**config.mk**
```make
export PLATFORM = sky130hd
export DESIGN_NAME = updi_phy_ctrl_flat
export DESIGN_NICKNAME = d
export VERILOG_FILES = /design/src/rtl/updi_phy_ctrl_if.sv /design/src/rtl/updi_phy_ctrl.sv /design/src/flat_wrapper.sv
export SDC_FILE = /design/constraint.sdc
export NUM_CORES = 1
export LEC_CHECK = 0
export ABC_CLOCK_PERIOD_IN_PS = 4300
export CAP_MARGIN = 10
export CORE_MARGIN = 2
export CORE_UTILIZATION = 50
export DETAILED_ROUTE_END_ITERATION = 10
export PLACE_DENSITY = 0.82
export SLEW_MARGIN = 20
export SYNTH_ARGS = -nofsm -noshare
export SYNTH_HDL_FRONTEND = slang
export SYNTH_SLANG_ARGS = --single-unit
```
**constraint.sdc**
```tcl
create_clock -name clk -period 4.3 [get_ports clk]
set_input_delay 0.645 -clock clk [delete_from_list [all_inputs] [get_ports clk]]
set_output_delay 0.645 -clock clk [all_outputs]
set_load 0.1 [all_outputs]
```
**src/rtl/updi_phy_ctrl_if.sv**
```systemverilog
// Command-side handshake between the UPDI access layer (master) and the
// PHY control sequencer (slave).
interface updi_phy_ctrl_if;
  logic       cmd_valid;
  logic [1:0] cmd_type;
  logic       cmd_ready;
  logic       abort;
  logic       busy;
  logic       done;
  logic [1:0] status;

  modport master (
    output cmd_valid, cmd_type, abort,
    input  cmd_ready, busy, done, status
  );

  modport slave (
    input  cmd_valid, cmd_type, abort,
    output cmd_ready, busy, done, status
  );
endinterface

```
**src/rtl/updi_phy_ctrl.sv**
```systemverilog
// UPDI PHY control sequencer: owns phy_rst/ten/ren and runs one link
// transaction (RESET, TX, RX, TX_RX) per accepted command, with guard time
// before receive, abort handling and PHY reset recovery.
// Optional TX/RX timeout supervision: define UPDI_PHY_CTRL_TIMEOUT_EN.
module updi_phy_ctrl #(
  parameter int RST_CYCLES     = 4,
  parameter int GUARD_CYCLES   = 16,
  parameter int TIMEOUT_CYCLES = 65535,
  parameter int CNT_W          = 16
) (
  input  logic             clk,
  input  logic             rst,
  updi_phy_ctrl_if.slave   cmd,
  output logic             phy_rst,
  output logic             ten,
  output logic             ren,
  input  logic             tend,
  input  logic             rend
);

  typedef enum logic [2:0] {
    S_IDLE, S_PRST, S_TX, S_GUARD, S_RX, S_DONE
  } state_e;

  typedef enum logic [1:0] {
    CMD_RESET = 2'b00,
    CMD_TX    = 2'b01,
    CMD_RX    = 2'b10,
    CMD_TX_RX = 2'b11
  } cmd_e;

  localparam logic [1:0] ST_OK      = 2'b00;
  localparam logic [1:0] ST_TIMEOUT = 2'b01;
  localparam logic [1:0] ST_ABORT   = 2'b10;

  localparam logic [CNT_W-1:0] RST_LAST   = CNT_W'(RST_CYCLES - 1);
  localparam logic [CNT_W-1:0] GUARD_LAST = CNT_W'((GUARD_CYCLES > 0) ? GUARD_CYCLES - 1 : 0);
  localparam logic [CNT_W-1:0] TO_LAST    = CNT_W'(TIMEOUT_CYCLES - 1);

`ifdef UPDI_PHY_CTRL_TIMEOUT_EN
  localparam bit TIMEOUT_EN = 1'b1;
`else
  localparam bit TIMEOUT_EN = 1'b0;
`endif

  state_e           state_q, state_d;
  logic [CNT_W-1:0] cnt_q, cnt_d;
  logic [1:0]       cmd_type_q, cmd_type_d;
  logic [1:0]       reason_q, reason_d;
  logic [1:0]       status_q, status_d;
  logic             busy_q, busy_d;
  logic             done_q, done_d;
  logic             cmd_ready_q, cmd_ready_d;
  logic             ten_q, ten_d;
  logic             ren_q, ren_d;
  logic             prst_q, prst_d;

  logic             rec_go;
  logic [1:0]       rec_why;
  logic             timeout_hit;

  // Terminal count of the TX/RX wait; tied off when supervision is disabled.
  assign timeout_hit = TIMEOUT_EN && (cnt_q == TO_LAST);

  // Next-state and next-output computation for the sequencer.
  always_comb begin
    // NOTE: every variable gets a default first so no path leaves one unassigned (no latches).
    state_d     = state_q;
    cnt_d       = cnt_q;
    cmd_type_d  = cmd_type_q;
    reason_d    = reason_q;
    status_d    = status_q;
    busy_d      = busy_q;
    done_d      = 1'b0;
    cmd_ready_d = cmd_ready_q;
    ten_d       = ten_q;
    ren_d       = ren_q;
    prst_d      = prst_q;
    rec_go      = 1'b0;
    rec_why     = ST_OK;

    unique case (state_q)
      S_IDLE: begin
        if (cmd.cmd_valid && cmd_ready_q) begin
          cmd_ready_d = 1'b0;
          busy_d      = 1'b1;
          cnt_d       = '0;
          cmd_type_d  = cmd.cmd_type;
          reason_d    = ST_OK;
          unique case (cmd.cmd_type)
            CMD_RESET: begin state_d = S_PRST; prst_d = 1'b1; end
            CMD_RX:    begin state_d = S_RX;   ren_d  = 1'b1; end
            default:   begin state_d = S_TX;   ten_d  = 1'b1; end
          endcase
        end
      end

      S_PRST: begin
        if (cnt_q == RST_LAST) begin
          prst_d   = 1'b0;
          state_d  = S_DONE;
          done_d   = 1'b1;
          status_d = reason_q;
        end else begin
          cnt_d = cnt_q + CNT_W'(1);
        end
      end

      S_TX: begin
        if (cmd.abort) begin
          rec_go = 1'b1; rec_why = ST_ABORT;
        end else if (tend && ten_q) begin
          ten_d = 1'b0;
          cnt_d = '0;
          if (cmd_type_q == CMD_TX_RX) begin
            if (GUARD_CYCLES == 0) begin
              state_d = S_RX;
              ren_d   = 1'b1;
            end else begin
              state_d = S_GUARD;
            end
          end else begin
            state_d  = S_DONE;
            done_d   = 1'b1;
            status_d = ST_OK;
          end
        end else if (timeout_hit) begin
          rec_go = 1'b1; rec_why = ST_TIMEOUT;
        end else begin
          cnt_d = cnt_q + CNT_W'(1);
        end
      end

      S_GUARD: begin
        if (cmd.abort) begin
          rec_go = 1'b1; rec_why = ST_ABORT;
        end else if (cnt_q == GUARD_LAST) begin
          state_d = S_RX;
          ren_d   = 1'b1;
          cnt_d   = '0;
        end else begin
          cnt_d = cnt_q + CNT_W'(1);
        end
      end

      S_RX: begin
        if (cmd.abort) begin
          rec_go = 1'b1; rec_why = ST_ABORT;
        end else if (rend && ren_q) begin
          ren_d    = 1'b0;
          state_d  = S_DONE;
          done_d   = 1'b1;
          status_d = ST_OK;
        end else if (timeout_hit) begin
          rec_go = 1'b1; rec_why = ST_TIMEOUT;
        end else begin
          cnt_d = cnt_q + CNT_W'(1);
        end
      end

      S_DONE: begin
        state_d     = S_IDLE;
        busy_d      = 1'b0;
        cmd_ready_d = 1'b1;
      end

      default: state_d = S_IDLE;
    endcase

    // Abort or timeout: release the link lines and run a PHY reset.
    if (rec_go) begin
      ten_d    = 1'b0;
      ren_d    = 1'b0;
      prst_d   = 1'b1;
      reason_d = rec_why;
      cnt_d    = '0;
      state_d  = S_PRST;
    end
  end

  // State and registered outputs, synchronous reset.
  always_ff @(posedge clk) begin
    // NOTE: sequential state uses non-blocking assignments so all flops update together.
    if (rst) begin
      state_q     <= S_IDLE;
      cnt_q       <= '0;
      cmd_type_q  <= CMD_RESET;
      reason_q    <= ST_OK;
      status_q    <= ST_OK;
      busy_q      <= 1'b0;
      done_q      <= 1'b0;
      cmd_ready_q <= 1'b1;
      ten_q       <= 1'b0;
      ren_q       <= 1'b0;
      prst_q      <= 1'b0;
    end else begin
      state_q     <= state_d;
      cnt_q       <= cnt_d;
      cmd_type_q  <= cmd_type_d;
      reason_q    <= reason_d;
      status_q    <= status_d;
      busy_q      <= busy_d;
      done_q      <= done_d;
      cmd_ready_q <= cmd_ready_d;
      ten_q       <= ten_d;
      ren_q       <= ren_d;
      prst_q      <= prst_d;
    end
  end

  assign cmd.cmd_ready = cmd_ready_q;
  assign cmd.busy      = busy_q;
  assign cmd.done      = done_q;
  assign cmd.status    = status_q;
  assign ten           = ten_q;
  assign ren           = ren_q;
  assign phy_rst       = rst | prst_q;

endmodule

```
**src/flat_wrapper.sv**
```systemverilog
// flat-port wrapper written by rule: the top's interface ports become plain ports
module updi_phy_ctrl_flat 
#(
  parameter int RST_CYCLES     = 4,
  parameter int GUARD_CYCLES   = 16,
  parameter int TIMEOUT_CYCLES = 65535,
  parameter int CNT_W          = 16
)
  (clk, rst, phy_rst, ten, ren, tend, rend, cmd_cmd_valid, cmd_cmd_type, cmd_abort, cmd_cmd_ready, cmd_busy, cmd_done, cmd_status);
  updi_phy_ctrl_if cmd_i ();
  input  logic clk;
  input  logic rst;
  output logic phy_rst;
  output logic ten;
  output logic ren;
  input  logic tend;
  input  logic rend;
  input wire logic [$bits(cmd_i.cmd_valid)-1:0] cmd_cmd_valid;
  input wire logic [$bits(cmd_i.cmd_type)-1:0] cmd_cmd_type;
  input wire logic [$bits(cmd_i.abort)-1:0] cmd_abort;
  output wire logic [$bits(cmd_i.cmd_ready)-1:0] cmd_cmd_ready;
  output wire logic [$bits(cmd_i.busy)-1:0] cmd_busy;
  output wire logic [$bits(cmd_i.done)-1:0] cmd_done;
  output wire logic [$bits(cmd_i.status)-1:0] cmd_status;
  assign cmd_i.cmd_valid = cmd_cmd_valid;
  assign cmd_i.cmd_type = cmd_cmd_type;
  assign cmd_i.abort = cmd_abort;
  assign cmd_cmd_ready = cmd_i.cmd_ready;
  assign cmd_busy = cmd_i.busy;
  assign cmd_done = cmd_i.done;
  assign cmd_status = cmd_i.status;
  updi_phy_ctrl #(.RST_CYCLES(RST_CYCLES), .GUARD_CYCLES(GUARD_CYCLES), .TIMEOUT_CYCLES(TIMEOUT_CYCLES), .CNT_W(CNT_W)) u_core (.clk(clk), .rst(rst), .cmd(cmd_i), .phy_rst(phy_rst), .ten(ten), .ren(ren), .tend(tend), .rend(rend));
endmodule
```
==> results of run 1 <==
[kinds of logic after synthesis]
logic type                 after synthesis  share of synthesized area, %
buffers and inverters                   16                          5.16
other                                    1                         0.221
adders and majority gates                2                          1.47
DFF                                     29                          34.2
muxes                                    1                         0.590
xor gates and xnor gates                 1                         0.516
and+or+nand+nor                         91                          29.9
AOI/OAI and AO/OA                       70                          27.9
[cell usage in the layout, fill, tap and decap left out, drive strengths merged, types with 5 or more instances in the layout]
cell,count
a21oi,16
clkbuf,5
clkdlybuf4s50,13
dfxtp,29
nand2,22
nand2b,5
nand3,7
nor2,19
nor3,11
o21ai,19
o31ai,6
[state kept, by name, indices dropped and copies added (netlist names)]
signal / cells
u_core.cmd.busy: 1
u_core.cmd.cmd_ready: 1
u_core.cmd.done: 1
u_core.cmd.status: 1
u_core.cmd_type_q: 2
u_core.cnt_q: 16
u_core.prst_q: 1
u_core.reason_q: 1
u_core.ren: 1
u_core.state_q: 3
u_core.ten: 1
[how the worst min path moves through the flow]
stage                                           start  cells past startpoint  slack (ns)                                 to
floorplan           u_core.cmd_type_q[0]$_SDFFE_PP0P_                      2        0.44  u_core.cmd_type_q[0]$_SDFFE_PP0P_
global placement    u_core.cmd.status[1]$_SDFFE_PP0P_                      2        0.44  u_core.cmd.status[1]$_SDFFE_PP0P_
detailed placement  u_core.cmd_type_q[0]$_SDFFE_PP0P_                      2        0.45  u_core.cmd_type_q[0]$_SDFFE_PP0P_
CTS                 u_core.cmd_type_q[0]$_SDFFE_PP0P_                      2        0.46  u_core.cmd_type_q[0]$_SDFFE_PP0P_
global route        u_core.cmd_type_q[0]$_SDFFE_PP0P_                      2        0.48  u_core.cmd_type_q[0]$_SDFFE_PP0P_
finish              u_core.cmd.status[1]$_SDFFE_PP0P_                      2        0.46  u_core.cmd.status[1]$_SDFFE_PP0P_
[layout make-up]
type	instances	area, um2	area share [%]
clock buffer	5	37.5	2.00
clock inverter	3	17.5	0.933
inverter	3	11.3	0.600
multi-input combinational	166	1030	54.8
sequential	29	581	30.9
tap	46	57.6	3.06
timing repair buffer	15	145	7.73
[critical path, delay by kind of cell, from the launching register on]
| kind | cells | cell delay [ns] |
|---|---|---|
| simple gates | 3 | 1.15 |
| compound gates | 3 | 0.94 |
| flops | 1 | 0.58 |
[power by group]
group          internal, mW  switching [mW]
combinational         0.176           0.392
sequential            0.313          0.0580
clock                0.0615           0.102
[layer usage]
metal  up-vias  wire length (um)  track usage [%]
li1        807                 -                -
met1       742              1750             26.4
met2        48              1730             34.1
met3         9               219             6.16
met4         0                65             7.50
met5         -                 0                0
[stage by stage]
| step | area, um2 | power (mW) | utilization [%] | hold WS (ns) | setup WS, ns |
|---|---|---|---|---|---|
| after global placement | 1820 | 0.939 | 55.5 | 0.443 | 1.47 |
| final | 1880 | 1.10 | 57.2 | 0.457 | 1.53 |
| after global routing | 1880 | 1.18 | 57.2 | 0.479 | 1.31 |
| after floorplan | 1700 | 0.852 | - | 0.437 | 1.90 |
| after detailed placement | 1820 | 0.942 | 55.5 | 0.447 | 1.40 |
| after CTS | 1880 | 1.11 | 57.2 | 0.461 | 1.59 |
==> results summary, run 1 <==
The count of hold-fix buffers inserted at cts came out at 0. The count of max-cap constraint violations came out at 0. The post-route minimum period is 2.77 ns. For this run, the leading register cell type out of synthesis is sky130_fd_sc_hd__dfxtp_1. The worst path arrival time is about 3.0 ns. The slowest stage of the critical path is the sky130_fd_sc_hd__dfxtp_1 cell.

The final-stage net count came out at 230. The most common cell in the synthesized netlist is sky130_fd_sc_hd__dfxtp_1. The floorplan row count is 21. The count of routing violations after the opening detailed-route iteration came out at 107. Setup repair after global routing left no endpoint under its margin. For this run, design rule violations remaining after detail routing come to 0. The transition time at the pin with the least slew margin came out at between 0.9 and 1 ns. For this block, the routed nets add up to 3.77 mm of wire.

The number of nets with antenna violations after detailed routing is 0. The clock net sink count is 29. The average instance in the mapped netlist occupies between 8 and 9 um2. The number of enable-type register cells in the synthesized netlist came out at 0.

Of all nets on the critical path, the largest fanout is 13. The worst setup path is captured at a flip-flop. The highest attainable clock frequency came out at between 300 and 400 MHz.

The number of cells produced by synthesis came out at 211. The final number of setup-violating endpoints is 0. The tree is rooted in a sky130_fd_sc_hd__clkbuf_4.

After clock tree synthesis, the clock-pin slew on the worst setup and hold paths is approximately 0.11 ns. The final route contains 1,606 vias. The layout-stage area growth over the synthesis result is 10.7%. The all-layer global routing usage is 20.9%. The path type of the worst setup path is reg -> reg. The distinct cell type count after synthesis came out at 52. The first global-routing pass estimated 6.52 mm of wire. For this run, asynchronously set or reset flops after synthesis account for 0%. The HPWL after detailed placement came out at 2.64 mm. The critical path goes through nor2b_1 -> a21oi_1 -> o22a_1 -> nor2_1 -> nand2_2 -> o41ai_1. The library cell with the largest summed area after synthesis is sky130_fd_sc_hd__dfxtp_1. STA classifies the critical path startpoint as a flip-flop.

The vertical die dimension came out at 62.3 um. The area share of the leading cell type in the synthesized netlist is 34.2%. When the netlist entered floorplanning its net count stood at 221.

The full die area came out at 3880 um2. After synthesis, the cell types taking the most area are sky130_fd_sc_hd__dfxtp_1 (34%), sky130_fd_sc_hd__a21oi_1 (4.7%), sky130_fd_sc_hd__nand2_1 (4.6%). The leakage power figure is approximately 0.64 nW. The maximum number of pins on one net before global-route repair is 20. The flip-flop and latch count after synthesis came out at 29. After global routing the overflow that remains totals 0. For the worst-skew pair, the clock arrives at the later sink with an insertion delay of 0.34 ns.

The number of fill cells in the layout came out at between 300 and 400. The start point of the critical path is u_core.state_q[1]$_SDFFE_PP0P_. The Yosys step of the flow raised 0 warnings. Data on the critical path is required at its endpoint by between 4 and 5 ns. The number of diodes added for antenna fixing is 0. The largest incremental delay on the critical path came out at 0.58 ns.

Following the worst setup path forward leads to its endpoint at u_core.cnt_q[12]$_SDFFE_PP0P_. The cell count after placement came out at 259. The count of input and output buffers came out at 14.

The clock tree from TritonCTS is built. The clock skew came out at 0.0170 ns. The flow ran to the end, and the final reports show no timing, DRC or antenna violations. The deepest level of the CTS H-tree came out at 2. The I/O pin count is 16. The number of setup buffers added after CTS is 0. The average wire length per cell after detail routing came out at about 14 um. The final instance count without filler cells came out at about 270.

The last weighted congestion value of the routability-driven placer is 0.892. The setup slack on the worst flop-to-flop path came out at around 1.5 ns. The relative slew slack came out at 34.8%. The setup TNS came out at 0 ns.

The cell area that synthesis handed to floorplanning was 1700 um2. The final max-slew violation count is 0. For this design the ratio of total power to cell area is 587 nW/um2. The area inside the core boundary came out at between 3000 and 4000 um2. The peak supply drop is 215 uV. The path class of the tightest hold or removal check is reg -> reg. The post-cts resize count is 0. The share of post-route cells with drive strength above 1 is a little under a tenth. The final critical-path share of the clock period is 64.4%. The die is 62.3 um wide. The total iterations of the first detailed-routing run came out at 4. In this run the critical register-to-register path is captured at u_core.cnt_q[12]$_SDFFE_PP0P_.

Summing the sequential cell areas from Yosys gives roughly a third of the chip area. The starting density of the core is 51.7%. The final number of hold-violating endpoints came out at 0. The total clock buffers created by CTS is 5. The via count of the first global-routing pass came to 1,403. The post-detailed-route via-to-cell ratio came out at 6.01. The worst-case reg-to-reg path depth is 6.

The number of antenna violations at the first check in global routing is 0. The startpoint identified for the worst register-to-register timing path is u_core.state_q[1]$_SDFFE_PP0P_. The number of buffers between clock root and the deepest sink is 2.

Ranked by instance count, the synthesized netlist is headed by sky130_fd_sc_hd__dfxtp_1 (29), sky130_fd_sc_hd__nand2_1 (21), sky130_fd_sc_hd__nor2_1 (18), sky130_fd_sc_hd__a21oi_1 (16), sky130_fd_sc_hd__o21ai_1 (14).
Power figures use the tool's default switching activity.
==> inputs of run 2 (changes only) <==
Settings changed: ABC_CLOCK_PERIOD_IN_PS 4300 to 2400, PLACE_DENSITY 0.82 to 0.85.
Clock period 4.3 ns to 2.4 ns, I/O delays scaled along.
==> run 2 against run 1 <==
Fmax is 26% higher. Power is 95% higher. Final cell count is 4.9% higher. Critical path type unchanged. Global-route usage is 0.89 points higher. Core utilization is 3.4 points higher. Count of clock-buffer cells in the layout is 2 higher. Clock power is 110% higher. Sequential share of layout area is 1.7 points lower. Combinational power is 110% higher.
==> results summary, run 2 (synthesized netlist as in run 1, its figures left out) <==
The count of hold-fix buffers inserted at cts is 0. The leakage power figure is between 0.7 and 0.8 nW. STA puts the critical path data required time at around 2.6 ns. The wire length of the first global-routing pass came out at 6.86 mm. In this run the count of I/O pins placed on the die edge is 16. The number of diodes added for antenna fixing came out at 0. The full die area is 3880 um2. In this run the clock root is driven by a sky130_fd_sc_hd__clkbuf_4.

Leaving out fill and tap cells, the most frequent cells in the layout are sky130_fd_sc_hd__dfxtp_1 (29), sky130_fd_sc_hd__nand2_1 (21), sky130_fd_sc_hd__buf_4 (20). The clock skew is ~0.005 ns. The floorplan row count came out at 21. The most common library cell in the layout ignoring fill and taps is sky130_fd_sc_hd__dfxtp_1.

The peak supply drop came out at 434 uV. The worst hold path begins at u_core.cmd.status[1]$_SDFFE_PP0P_. The flow ran to the end, and the final reports show no timing, DRC or antenna violations. The highest attainable clock frequency is 457 MHz.

Registers are responsible for 29.8% of the overall power. The register with the most flip-flops in the layout has 16 of them. Among cell families on the critical path, the largest total delay comes from simple AND/OR/NAND/NOR gates. The number of fill cells in the layout came out at a little over 300. The all-layer global routing usage is roughly 22%. Setup violations remaining at the end of the flow were counted as 0. The standard cell with the maximum stage delay on the critical path is sky130_fd_sc_hd__or4_4.

The HPWL after detailed placement is 2.88 mm. The vertical die dimension is between 60 and 70 um. The congestion estimate from routability-driven global placement came to 0.941. The tightest min-delay check is of the reg -> reg type. The starting density of the core is 51.7%. The remaining global-route overflow came out at 0. The total power is between 2 and 2.5 mW. The post-cts resize count is 0. The floorplan step set the die width to 62.3 um.

The register with the highest flop count is u_core.cnt_q. The end-of-flow core utilization came out at 60.5%. By startpoint and endpoint, the worst setup path is classified as reg -> reg. The worst path buffer plus inverter count is 1. The final number of hold-violating endpoints is 0. The largest registers in the layout are u_core.cnt_q: 16 flops, u_core.state_q: 3 flops, u_core.cmd_type_q: 2 flops. The share of post-route cells with drive strength above 1 came out at 16.7%. The via count of the routed design came out at between 1,500 and 2,000. The worst path arrival time came out at 2.42 ns. Tracing the worst setup path back leads to its startpoint at u_core.cnt_q[9]$_SDFFE_PP0P_. The final-stage net count came out at 243. The total clock buffers created by CTS came out at 5.

The clock period could shrink to 2.19 ns. The clock net in this run drives a total of 29 sinks. The share of total power dissipated in the clock network is 15.9%. From synthesis to final layout, the design area changed by 17.2%. The deepest level of the CTS H-tree came out at 2. The internal portion of the total power is 1.13 mW.

The proportion of power drawn by combinational gates is a little over half. Setup repair after global routing left no endpoint under its margin. The total wirelength of the detailed-routed design came out at 3.99 mm.

The launching element type of the critical path is a flip-flop. TritonCTS built the clock tree. The critical path goes through or4_4 -> nor4_4 -> a211oi_4 -> buf_4 -> nor2_8 -> o21ai_1 -> o41ai_1. The number of nets with antenna violations after detailed routing came out at 0.

The final max-slew violation count is 0. The longest clock path from root to sink contains 2 buffers. The count of unresolved DRC violations after routing is 0. The first detailed-routing pass took 5 iterations. The top fanout value on the critical path came out at 15.

The number of antenna violations at the first check in global routing is 0. The area inside the core boundary is 3280 um2. The average wire length per cell after detail routing is approximately 14 um. The worst setup path is captured at a flip-flop. After clock tree synthesis, the clock-pin slew on the worst setup and hold paths is ~0.09 ns. The switching power as a share of total power is 47.3%. The setup TNS came out at 0 ns. The maximum number of pins on one net before global-route repair came out at 18.

The tool flagged a number of max-cap violations equal to 0. The count of routing violations after the opening detailed-route iteration is 133. The via count of the first global-routing pass is about 1,600.

The power density normalized to cell area is 1080 nW/um2. The largest incremental delay on the critical path is 0.59 ns. After layout, the worst path uses 91.2% of the clock period. The number of setup buffers added after CTS is 0. Buffers placed on the I/O ports in this run total 14. In this run the critical register-to-register path is launched from u_core.cnt_q[9]$_SDFFE_PP0P_. The net switching power came out at 1.02 mW. The clock reaches the later pin of the worst-skew pair after 0.34 ns. Dividing the detail-routed via count by the number of cells gives ~6.0.
run 2: cell types whose count changed in the layout (fill, tap and decap cells not counted):
cell / previous run / this run
sky130_fd_sc_hd__buf_12: 0 / 1
sky130_fd_sc_hd__buf_4: 2 / 20
sky130_fd_sc_hd__clkdlybuf4s50_1: 13 / 7
sky130_fd_sc_hd__clkinv_2: 2 / 1
sky130_fd_sc_hd__clkinvlp_4: 1 / 0
sky130_fd_sc_hd__clkbuf_8: 0 / 2
run 2: metal layers:
layer / track usage (%) / share of wire (%) / routed length [um] / up-vias
met5: 0 / 0 / 0 / -
met4: 7.22 / 2.1 / 82 / 0
met3: 5.98 / 4.8 / 191 / 9
met2: 39.3 / 50 / 2000 / 39
met1: 24.9 / 43 / 1710 / 798
li1: - / - / - / 831
run 2: tightest hold or removal path: cells and delay by family (launching register included):
kind	cells	cell delay [ns]
compound gates	1	0.05
flops	1	0.32
simple gates	1	0.05
run 2: power by group through the flow:
stage	Combinational [mW]	Sequential [mW]	Clock, mW
global placement	1.14	0.645	0
finish	1.17	0.640	0.342
global route	1.25	0.654	0.370
CTS	1.16	0.638	0.354
detailed placement	1.16	0.649	0
floorplan	0.676	0.851	0
run 2: through the flow:
stage / setup slack, ns / hold slack, ns / instances / cell area, um2
floorplan: 0.00151 / 0.437 / 211 / 1700
global placement: 0.240 / 0.442 / 272 / 1920
detailed placement: 0.182 / 0.448 / 272 / 1920
CTS: 0.215 / 0.461 / 280 / 1990
global route: 0.0802 / 0.488 / 280 / 1990
finish: 0.211 / 0.459 / 280 / 1990
run 2: layout make-up:
type	instances	area (um2)	area share, %
Clock buffer	7	65.1	3.27
Clock inverter	1	5.00	0.252
Inverter	3	11.3	0.566
Multi-Input combinational cell	166	1030	51.7
Sequential cell	29	581	29.2
Tap cell	46	57.6	2.89
Timing Repair Buffer	28	240	12.1
run 2: path summary, 6_finish.rpt:
path	endpoint	slack (ns)	depth (start not counted)
worst max-delay path	u_core.cnt_q[13]$_SDFFE_PP0P_	0.21	7
worst min-delay path	u_core.cmd.status[1]$_SDFFE_PP0P_	0.46	2
worst max register to register	u_core.cnt_q[13]$_SDFFE_PP0P_	0.21	7
worst min register to register	u_core.cmd.status[1]$_SDFFE_PP0P_	0.46	2
==> edit 1 (settings of run 2) <==
`CNT_W` is set to 16 in 2 places; all go to 24.
--- a/src/rtl/updi_phy_ctrl.sv
+++ b/src/rtl/updi_phy_ctrl.sv
@@ -8,3 +8,3 @@
   parameter int TIMEOUT_CYCLES = 65535,
-  parameter int CNT_W          = 16
+  parameter int CNT_W          = 24
 ) (
--- a/src/flat_wrapper.sv
+++ b/src/flat_wrapper.sv
@@ -6,3 +6,3 @@
   parameter int TIMEOUT_CYCLES = 65535,
-  parameter int CNT_W          = 16
+  parameter int CNT_W          = 24
 )
Function: same outputs for any inputs over 10 cycles, from zero or initial values and one cycle with rst high; that may be too few to reach the edited logic, so the function may still have changed.
==> edit 1 against run 2 <==
Cell area rose by 28%; synthesized cell count rose by 37%; non-clock buffer count did not move; count of clock-buffer cells in the layout did not move; power rose by 34%; cell count rose by 30%; worst setup slack got worse by 89 ps; routed wire length rose by 38%; core utilization fell by 1.1 points; sequential cell count rose by 8; critical path depth fell by 1; clock power rose by 64%; area after synthesis rose by 30%.
==> edit 1: results (changes against run 2) <==
Outcome
  • Status: complete, no violations (unchanged)

Yosys
  • Sequential area share after synthesis: 33.7% (was 34.2%)
  • XOR/XNOR share of the synthesized area: 5.97% (was 0.516%)
  • Net Count, Synth: 299 (was 221)
  • Top cells by count, synth: dfxtp_1 (37), nor2_1 (34), nand2_1 (33) (was dfxtp_1 (29), nand2_1 (21), nor2_1 (18))
  • Synth unique cells: 59 (was 52)
  • Mux contribution to synthesized area: 0.455% (was 0.590%)
  • Post-synthesis adder-cell area fraction: 0.569% (was 1.47%)
  • Compound-Gate Fraction of Synth Area: 20.0% (was 27.9%)

Critical path
  • Crit Path Max Fanout: 11 (was 15)
  • Reg2Reg Depth: 6 (was 7)
  • CP endpoint kind: flip-flop (unchanged)
  • Critical Path Source: u_core.state_q[0]$_SDFFE_PP0P_ (was u_core.cnt_q[9]$_SDFFE_PP0P_)
  • Reg-to-Reg End: u_core.cnt_q[12]$_SDFFE_PP0P_ (was u_core.cnt_q[13]$_SDFFE_PP0P_)
  • WP data arrival: 2500 ps (was 2420 ps)
  • Max incr delay on CP: 560 ps (was 590 ps)
  • Slowest-stage cell, CP: or4_1 (was or4_4)
  • R2R setup slack: 120 ps (was 210 ps)

Drt
  • DRT Wirelength: 5500 um (was 3990 um)
  • DRT iter0 DRCs: 198 (was 133)
  • Initial DRT Pass Iterations: 4 (was 5)
  • Drt via density: 6.20 (was 5.99)

Final layout
  • Largest regs: u_core.cnt_q (24), u_core.state_q (3), u_core.cmd_type_q (2) (was u_core.cnt_q (16), u_core.state_q (3), u_core.cmd_type_q (2))
  • Number of fill cells in the layout: 391 (was 308)
  • Layout Nets: 320 (was 243)

Timing
  • Minimum clock period: 2280 ps (was 2190 ps)
  • Worst Clk Skew: 7.14 ps (was 4.98 ps)

Global route
  • Largest net degree at the start of global routing: 15 (was 18)
  • First-pass GRT wire length: 9360 um (was 6860 um)
  • Antenna violations before repair: 0 (unchanged)
  • Vias in the first global route: 2028 (was 1573)

Clocking
  • Worst skew pair latency: 290 ps (was 340 ps)
  • Clock Tree Root: clkbuf_8 (was clkbuf_4)

Power and ir drop
  • Pleak: 0.922 nW (was 0.731 nW)
  • Peak supply drop: 469 uV (was 434 uV)

Placed design
  • HPWL Detailed: 3950 um (was 2880 um)
  • GP Congestion: 0.962 (was 0.941)
  • Place WS: 56.8 ps (was 182 ps)
==> edit 1: metal layers <==
metal,vias to the layer above,global-route usage [%],wire length (um)
met5,-,0,0
met4,0,8.97,113
met3,13,4.33,449
met2,114,38.1,2580
met1,1033,30.5,2350
li1,1096,-,-
==> edit 1: worst min path at each step <==
stage | startpoint | endpoint | slack [ps] | cells after the start
after floorplan | u_core.reason_q[1]$_SDFFE_PP0P_ | u_core.reason_q[1]$_SDFFE_PP0P_ | 440 | 2
after global placement | u_core.cmd_type_q[1]$_SDFFE_PP0P_ | u_core.cmd_type_q[1]$_SDFFE_PP0P_ | 460 | 2
after detailed placement | u_core.cmd_type_q[0]$_SDFFE_PP0P_ | u_core.cmd_type_q[0]$_SDFFE_PP0P_ | 470 | 2
after CTS | u_core.cmd_type_q[0]$_SDFFE_PP0P_ | u_core.cmd_type_q[0]$_SDFFE_PP0P_ | 490 | 2
after global routing | u_core.cnt_q[11]$_SDFFE_PP0P_ | u_core.cnt_q[11]$_SDFFE_PP0P_ | 510 | 2
final | u_core.cmd_type_q[1]$_SDFFE_PP0P_ | u_core.cmd_type_q[1]$_SDFFE_PP0P_ | 480 | 2
==> edit 1: cells by family after synthesis <==
kind of cell,Yosys count
buf+inv,23
simple gates,146
other cells,1
xor+xnor,15
fa+ha+maj,1
compound gates,66
mux,1
flops,37
==> edit 1: layout make-up <==
cell class,count,area [um^2],share of cell area [%]
multi-input cells,230,1360,53.1
clock inverters,1,30.0,1.18
well taps,52,65.1,2.55
repair buffers,28,240,9.41
clock buffers,7,86.3,3.38
inverters,9,33.8,1.32
flip-flops and latches,37,742,29.1
==> edit 1: power by group through the flow <==
stage | clock [mW] | combinational, mW | sequential [mW]
after floorplan | 0 | 0.989 | 0.940
after global placement | 0 | 1.48 | 0.791
after detailed placement | 0 | 1.50 | 0.795
after CTS | 0.575 | 1.52 | 0.781
after global routing | 0.603 | 1.66 | 0.793
final | 0.561 | 1.54 | 0.786
==> edit 1: worst register-to-register path, delay by kind of cell (launching register included) <==
kind,cells,cell delay (ps)
compound gates,2,420
simple gates,4,1370
flops,1,430
==> edit 1: per-stage QoR <==
stage	cells	cell area [um^2]	power (mW)	util, %
floorplan	290	2200	1.93	-
finish	364	2550	2.89	59.5
global route	364	2550	3.06	59.5
global placement	356	2440	2.27	56.8
detailed placement	356	2440	2.30	56.8
CTS	364	2550	2.88	59.5
==> edit 2 (settings of run 2) <==
Without the edit above. Encoding of `state_e`: now one-hot (6 bits for 6 states).
--- a/src/rtl/updi_phy_ctrl.sv
+++ b/src/rtl/updi_phy_ctrl.sv
@@ -20,4 +20,4 @@
 
-  typedef enum logic [2:0] {
-    S_IDLE, S_PRST, S_TX, S_GUARD, S_RX, S_DONE
+  typedef enum logic [5:0] {
+    S_IDLE = 6'b000001, S_PRST = 6'b000010, S_TX = 6'b000100, S_GUARD = 6'b001000, S_RX = 6'b010000, S_DONE = 6'b100000
   } state_e;
Formal check against the unedited RTL: same outputs for any inputs over 10 cycles, from zero or initial values and one cycle with rst high; not proved beyond that.
==> edit 2 against run 2 <==
Sequential cell count up 3; sequential share of layout area up 1.4 points; cell area increased by 5.6%; clock skew up 1.2 ps; area after synthesis up 6.9%; routed wire length rose by 7.6%; worst setup slack lost 87 ps; power down 4.8%.
==> edit 2: results (changes against run 2) <==
Clocking
  • Longest Clk Path Bufs: 2 (unchanged)
  • Worst skew pair latency: 350 ps
  • CTS buffer count: 5 (unchanged)
  • Clock Tree Root: clkbuf_4 (unchanged)

Final layout
  • Number of fill cells in the layout: 302 (was 308)
  • Layout Nets: 256 (was 243)
  • Layout cells sized above 1: 18.5% (was 16.7%)
  • Largest regs: u_core.cnt_q (16), u_core.state_q (6), u_core.cmd_type_q (2) (was u_core.cnt_q (16), u_core.state_q (3), u_core.cmd_type_q (2))
  • N_diodes: 0 (unchanged)
  • Area Growth Syn to Fin: 15.7% (was 17.2%)

Timing
  • Worst Clk Skew: 6.20 ps (was 4.98 ps)

Drt
  • DRT Wirelength: 4290 um (was 3990 um)
  • Initial DRT Pass Iterations: 7 (was 5)
  • DRT iter0 DRCs: 164 (was 133)
  • Via count: 1783 (was 1677)

Global route
  • First-pass GRT wire length: 7180 um (was 6860 um)
  • All-Layer GR Usage: 22.1% (was 21.8%)
  • Vias in the first global route: 1611 (was 1573)
  • Largest net degree at the start of global routing: 17 (was 18)

Power and ir drop
  • Pleak: 0.742 nW (was 0.731 nW)
  • Peak supply drop: 479 uV (was 434 uV)

Placed design
  • Placed instance area: 0.00200 mm^2 (was 0.00192 mm^2)
  • GP Congestion: 0.954 (was 0.941)
  • IO Port Bufs: 14 (unchanged)
  • HPWL Detailed: 2970 um (was 2880 um)

Yosys
  • Synth async-reset ratio: 0% (unchanged)
  • Sequential area share after synthesis: 35.3% (was 34.2%)
  • Largest cells by area after synthesis: dfxtp_1 (35%), a21oi_1 (7.2%), o21ai_0 (4.7%), nand2_1 (4.6%), nor2_1 (3.9%) (was dfxtp_1 (34%), a21oi_1 (4.7%), nand2_1 (4.6%), o21ai_1 (4.1%), nor2_1 (4.0%))
  • Net Count, Synth: 235 (was 221)
  • Synth unique cells: 55 (was 52)
  • Top cells by count, synth: dfxtp_1 (32), a21oi_1 (26), nand2_1 (22) (was dfxtp_1 (29), nand2_1 (21), nor2_1 (18))
  • Ys flop type: dfxtp_1 (unchanged)

Critical path
  • Crit Path Max Fanout: 15 (unchanged)
  • Max incr delay on CP: 600 ps
  • WP data arrival: 2560 ps (was 2420 ps)
  • Critical path's top delay family: simple AND/OR/NAND/NOR gates (unchanged)
  • Slowest-stage cell, CP: or4_4 (unchanged)

Worst hold path
  • Class of the worst hold path: flip-flop to flip-flop (unchanged)

Outcome
  • Status: complete, no violations (unchanged)
==> edit 2: report_power, final <==
part	switching, mW	internal (mW)
logic	0.623	0.334
registers	0.0769	0.597
clock network	0.196	0.218
total	0.897	1.15
==> edit 2: final timing paths <==
kind | startpoint | endpoint | slack (ps) | depth (start not counted)
hold / removal | u_core.cmd.cmd_ready$_SDFFE_PP1P_ | u_core.cmd.cmd_ready$_SDFFE_PP1P_ | 460 | 2
setup / recovery | u_core.state_q[5]$_SDFFE_PP0P_ | u_core.cnt_q[6]$_SDFFE_PP0P_ | 120 | 6
setup reg to reg | u_core.state_q[5]$_SDFFE_PP0P_ | u_core.cnt_q[6]$_SDFFE_PP0P_ | 120 | 6
hold reg to reg | u_core.cmd.cmd_ready$_SDFFE_PP1P_ | u_core.cmd.cmd_ready$_SDFFE_PP1P_ | 460 | 2
==> edit 2: cells by family (layout without fill, tap and decap cells) <==
| family | Yosys count | in the layout | synth area share [%] |
|---|---|---|---|
| AOI/OAI and AO/OA | 63 | 63 | 20.6 |
| xor gates and xnor gates | 2 | 2 | 0.966 |
| adders and majority gates | 1 | 1 | 0.690 |
| buffers and inverters | 14 | 36 | 5.59 |
| DFF | 32 | 32 | 35.3 |
| other | 1 | 1 | 0.207 |
| and+or+nand+nor | 113 | 113 | 36.6 |
==> edit 2: cell type report <==
type                       instances  area share, %
clock buffer                       6           1.97
clock inverter                     2           1.67
inverter                           2          0.358
multi-input combinational        180           51.9
sequential                        32           30.6
tap                               46           2.74
timing repair buffer              26           10.7
==> edit 2: per-layer routing <==
| metal | share of wire, % | GRT usage [%] | vias up |
|---|---|---|---|
| met5 | 0 | 0 | - |
| met4 | 2.3 | 11.2 | 0 |
| met3 | 7.5 | 4.93 | 11 |
| met2 | 45 | 34.1 | 74 |
| met1 | 45 | 28.9 | 814 |
| li1 | - | - | 884 |
==> edit 2: metrics by stage <==
step | worst slack [ps] | instances
finish | 124 | 294
floorplan | 104 | 226
global placement | -100 | 286
CTS | 139 | 294
detailed placement | -174 | 286
global route | 14.8 | 294
==> edit 2: what timing repair did <==
| action | CTS | global route |
|---|---|---|
| setup endpoints to repair | 0 | 5 |
| resized for setup | 0 | 4 |
| buffers inserted | 0 | 0 |
==> edit 2: tightest hold or removal path, cell delays in order, from the launching register on <==
cell and delay [ps]:
dfxtp_2 340, nand2_1 50, nand2_1 40
